## config.mk

```make
export PLATFORM = sky130hd
export DESIGN_NAME = logic_unit_arbiter
export DESIGN_NICKNAME = d
export VERILOG_FILES = /design/src/rtl/logic_unit_arbiter.sv
export SDC_FILE = /design/constraint.sdc
export NUM_CORES = 1
export LEC_CHECK = 0
export BUFFER_PORTS_ARGS = -buffer_cell sky130_fd_sc_hd__buf_2
export CAP_MARGIN = 15
export CORE_MARGIN = 2
export CORE_UTILIZATION = 45
export CTS_BUF_LIST = sky130_fd_sc_hd__clkbuf_16
export DETAILED_ROUTE_END_ITERATION = 16
export HOLD_SLACK_MARGIN = 0.08
export PLACE_DENSITY = 0.77
export SLEW_MARGIN = 10
export SYNTH_ARGS = -nofsm -noshare
export SYNTH_HDL_FRONTEND = slang
export SYNTH_SLANG_ARGS = --single-unit
```

## constraint.sdc

```tcl
create_clock -name clk -period 2 [get_ports clk]
set_input_delay 0.1 -clock clk [delete_from_list [all_inputs] [get_ports clk]]
set_output_delay 0.1 -clock clk [all_outputs]
set_load 0.02 [all_outputs]
```

## src/rtl/logic_unit_arbiter.sv

```systemverilog
// Four-requester round-robin arbiter sharing one bitwise logic unit.
// Accept in IDLE, compute in EXEC, hold the result in RESP until taken.
module logic_unit_arbiter #(
  parameter int unsigned WIDTH = 8
) (
  input  logic                 clk,
  input  logic                 rst,
  input  logic [3:0]           req_valid,
  output logic [3:0]           req_ready,
  input  logic [11:0]          req_op,
  input  logic [4*WIDTH-1:0]   req_a,
  input  logic [4*WIDTH-1:0]   req_b,
  output logic                 rsp_valid,
  input  logic                 rsp_ready,
  output logic [1:0]           rsp_id,
  output logic [WIDTH-1:0]     rsp_data,
  output logic                 busy,
  output logic [7:0]           done_cnt
);

  localparam int unsigned NUM_REQ = 4;
  localparam int unsigned OP_W    = 3;

  typedef enum logic [1:0] {
    IDLE = 2'd0,
    EXEC = 2'd1,
    RESP = 2'd2
  } state_e;

  state_e           state_q;
  logic [1:0]       last_grant_q;
  logic [1:0]       owner_q;
  logic [OP_W-1:0]  op_q;
  logic [WIDTH-1:0] a_q;
  logic [WIDTH-1:0] b_q;
  logic [WIDTH-1:0] rsp_data_q;
  logic [WIDTH-1:0] rsp_data_d;
  logic [1:0]       rsp_id_q;
  logic [7:0]       done_cnt_q;
  logic [7:0]       done_cnt_d;

  logic             grant_any;
  logic [1:0]       grant_idx;

  function automatic logic [WIDTH-1:0] logic_op(input logic [OP_W-1:0] op,
                                                input logic [WIDTH-1:0] a,
                                                input logic [WIDTH-1:0] b);
    case (op)
      3'b000:  return a & b;
      3'b001:  return a | b;
      3'b010:  return ~(a & b);
      3'b011:  return ~(a | b);
      3'b100:  return a ^ b;
      3'b101:  return ~(a ^ b);
      3'b110:  return ~a;
      default: return ~b;
    endcase
  endfunction

  // Walk candidates farthest-first so the nearest one after last_grant wins.
  always_comb begin : grant_sel
    logic [1:0] cand;
    grant_any = 1'b0;
    grant_idx = 2'd0;
    cand      = 2'd0;
    for (int k = NUM_REQ - 1; k >= 0; k--) begin
      cand = 2'(last_grant_q + 2'(k) + 2'd1);
      if (req_valid[cand]) begin
        grant_any = 1'b1;
        grant_idx = cand;
      end
    end
  end

  assign req_ready  = (state_q == IDLE && !rst && grant_any) ? (4'b0001 << grant_idx) : 4'b0000;
  assign rsp_data_d = logic_op(op_q, a_q, b_q);
  assign done_cnt_d = done_cnt_q + 8'd1;

  always_ff @(posedge clk) begin
    if (rst) begin
      state_q      <= IDLE;
      last_grant_q <= 2'd3;
      owner_q      <= 2'd0;
      op_q         <= '0;
      a_q          <= '0;
      b_q          <= '0;
      rsp_data_q   <= '0;
      rsp_id_q     <= 2'd0;
      done_cnt_q   <= 8'd0;
    end else begin
      case (state_q)
        IDLE: begin
          if (grant_any) begin
            op_q         <= req_op[OP_W*int'(grant_idx) +: OP_W];
            a_q          <= req_a[WIDTH*int'(grant_idx) +: WIDTH];
            b_q          <= req_b[WIDTH*int'(grant_idx) +: WIDTH];
            owner_q      <= grant_idx;
            last_grant_q <= grant_idx;
            state_q      <= EXEC;
          end
        end
        EXEC: begin
          rsp_data_q <= rsp_data_d;
          rsp_id_q   <= owner_q;
          state_q    <= RESP;
        end
        RESP: begin
          if (rsp_ready) begin
            done_cnt_q <= done_cnt_d;
            state_q    <= IDLE;
          end
        end
        default: state_q <= IDLE;
      endcase
    end
  end

  assign rsp_valid = (state_q == RESP);
  assign busy      = (state_q != IDLE);
  assign rsp_data  = rsp_data_q;
  assign rsp_id    = rsp_id_q;
  assign done_cnt  = done_cnt_q;

endmodule
```

==> impl_results.md <==
* Status: complete, no violations
* P_int at 0.00196 W
* Worst-path cell chain: nand2b_1 > a22o_1 > a21o_2 > buf_4 > nor4_2 > buf_4
* Skew final at 0.00457 ns
* Fin. max-slew vios at 0
* Core area at 0.00679 sq mm
* Combinational power share at 40.1%
* Fmax at 513 MHz
* Crit Path Max Fanout at 8
* Synthesized area per cell at 8.56 sq um
* CP most frequent cell: buf_4
* FILL cells at 610
* Clock tree buffer depth at 2
* Post-route ant nets at 0
* GPL Wtd Cong at 0.883
* Dpl hpwl at 6.01 mm
* Final Hold Vio Count at 0
* H-tree depth at 2
* Most frequent cell after synthesis: dfxtp_1
* Synth area leaders: dfxtp_1 (27%), mux2i_1 (9.1%), ha_1 (6.7%), a221oi_2 (4.7%), and3_1 (4.5%)
* Worst setup SP type: flop
* P_sw at 0.00109 W
* Number of synthesized flops with an enable pin at 0
* Largest net degree at the start of global routing at 45
* Maximum vdd drop at 0.386 mV
* Max_cap viols at 0
* First-pass GRT wire length at 13.2 mm
* Final worst path period need at 1.95 ns
* Sink Count at 43
* Initial antenna violation count at 0
* Die extent in x at 88.0 um
* Critical path class: flop to output pin
* Row cnt at 30
* Total grt overflow at 0
* Crit path required time at 1.90 ns
* Crit share post-route at 97.4%
* Warnings, synthesis at 0
* P_leak at 1.87 nW
* Worst Tran Pin Value at 0.793 ns
* Final WS setup at 0.0523 ns
* Cell count after synthesis at 371
* # Post-CTS Setup Buffers at 0
* CTS tree: built
* Drt via density at 5.41
* Slew headroom at 47.2%
* Die height at 88.0 um
* Cts bufs inserted at 5
* Netlist cell types at 45
* DRT iter0 DRCs at 149
* Vias in the first global route at 2840
* Final Instance Area at 0.00392 sq mm
* Setup violators final at 0
* Wire per inst at 14.0 um
* Unrepaired setup endpoints after global routing: true
* Slowest-stage cell, CP: dfxtp_4
* Layout Nets at 565
* Kind of end point of the critical path: output pin
* Synth async-reset ratio at 0%
* Layout area overhead at 23.6%
* Fraction of layout cells with a size suffix above 1 at 32.9%
* Sw frac at 35.8%
* Clock network power share at 24.9%
* Cell Area, Placed at 0.00375 sq mm
* Hold crit path type: primary input to flop
* CP peak stage delay at 0.36 ns
* Area share of the largest cell type after synthesis at 27.1%
* Drt pass-1 iters at 4
* Leading area contributor after synthesis: dfxtp_1
* Seq cells post-synth at 43
* Number of port buffers at 106
* Post-Route WL at 7.85 mm
* Reg power frac at 35.0%
* Gr usage total at 21.1%
* Seq/Total Area, Yosys at 27.1%
* Initial Util at 46.7%
* Clk Latency, worst-skew pair at 0.28 ns
* Worst slack, placed at 0.205 ns
* Routed vias at 3036
* CTS root buffer: clkbuf_16
* Synthesized area at 0.00317 sq mm
* IO Pins at 107
* Pwr dens at 777 mW/mm^2
* Post-Syn Nets at 471
* Reg clk slew, reported paths at 0.06 ns
* Ant. Diodes at 0
* Top cells by count, synth: dfxtp_1 (43), mux2i_1 (29), and3_1 (23), nand2_1 (22), a21oi_1 (21)
* Drc violations at 0
* Top_reg_cell synth: dfxtp_1
* Critical Path AT at 1.85 ns
* Die ar. at 0.00774 sq mm
## cells in the final DEF, fill, tap and decap left out, types with 8 or more instances in the layout
master	synthesis	routed
a21o_1	19	18
ha_1	17	17
a221oi_2	10	10
and3_1	23	23
nand2b_1	8	8
a221oi_1	12	12
mux2i_1	29	28
a21oi_1	21	21
buf_2	6	104
buf_4	1	14
o21ai_0	15	15
dfxtp_1	43	42
nand2_1	22	22
nor2_1	16	16
a211oi_2	10	10
inv_1	20	20
a211oi_1	11	11
nand3_1	9	9
## repair_timing
action | in CTS | in global routing
hold buffers | 1 | 0
endpoints found under the hold margin | 1 | 0
gates resized for setup | 0 | 7
setup endpoints to repair | 0 | 4
## final cells by class
class                      instances  area (sq um)  area share (%)
clock buffer                       5           125            3.19
clock inverter                     2          8.76           0.223
inverter                          20          75.1            1.91
multi-input combinational        275          2070            52.9
sequential                        43           865            22.0
tap                               96           120            3.06
timing repair buffer             120           656            16.7
## final timing paths
kind,from,endpoint,slack (ns),cells after the start
worst min register to register,rsp_data[1],rsp_data[1],0.45,2
worst max-delay path,last_grant_q[1],req_ready[0],0.05,6
worst min-delay path,rsp_ready,state_q[1],0.11,3
worst max register to register,last_grant_q[1],b_q[3],0.21,6
## registers in the layout, summed over array words and instances (netlist names)
name and flops:
a_q 8, b_q 8, done_cnt 8, rsp_data 8, op_q 3, last_grant_q 2
owner_q 2, rsp_id 2, state_q 2
## critical path: cells and delay by family (launching register included)
family / cells / cell delay, ns
AOI/OAI and AO/OA: 2 / 0.43
and+or+nand+nor: 2 / 0.41
DFF: 1 / 0.36
buffers and inverters: 2 / 0.36
## through the flow
step	util, %	hold slack [ns]	total power [W]	cells	setup TNS (ns)
after floorplan	-	0.282	0.00198	371	0
after global placement	55.2	0.301	0.00223	553	0
after detailed placement	55.2	0.308	0.00228	553	0
after CTS	57.4	0.103	0.00304	561	0
after global routing	57.7	0.118	0.00326	561	-0.0452
final	57.7	0.108	0.00305	561	0
## routing by layer
layer | part of all wire (%) | up-vias | global-route usage (%)
met1 | 47 | 1386 | 28.7
met3 | 5.5 | 9 | 3.58
met4 | 1.2 | 0 | 6.15
met5 | 0 | - | 0
li1 | - | 1544 | -
met2 | 46 | 97 | 34.2
## power by group through the flow
stage	logic (W)	registers, W	clock network [W]
final	0.00122	0.00107	0.000758
after global routing	0.00136	0.00109	0.000815
after CTS	0.00121	0.00106	0.000770
after detailed placement	0.00119	0.00108	0
after global placement	0.00115	0.00108	0
after floorplan	0.000913	0.00107	0
## cell families after synthesis
family,share of synthesized area [%]
multiplexers,9.14
flip-flops,27.1
AO/OA/AOI/OAI,28.7
adder cells (fa/ha/maj),6.70
buffers and inverters,8.12
XOR/XNOR,3.31
AND/OR/NAND/NOR,16.9
(Power assumes the default switching activity.)
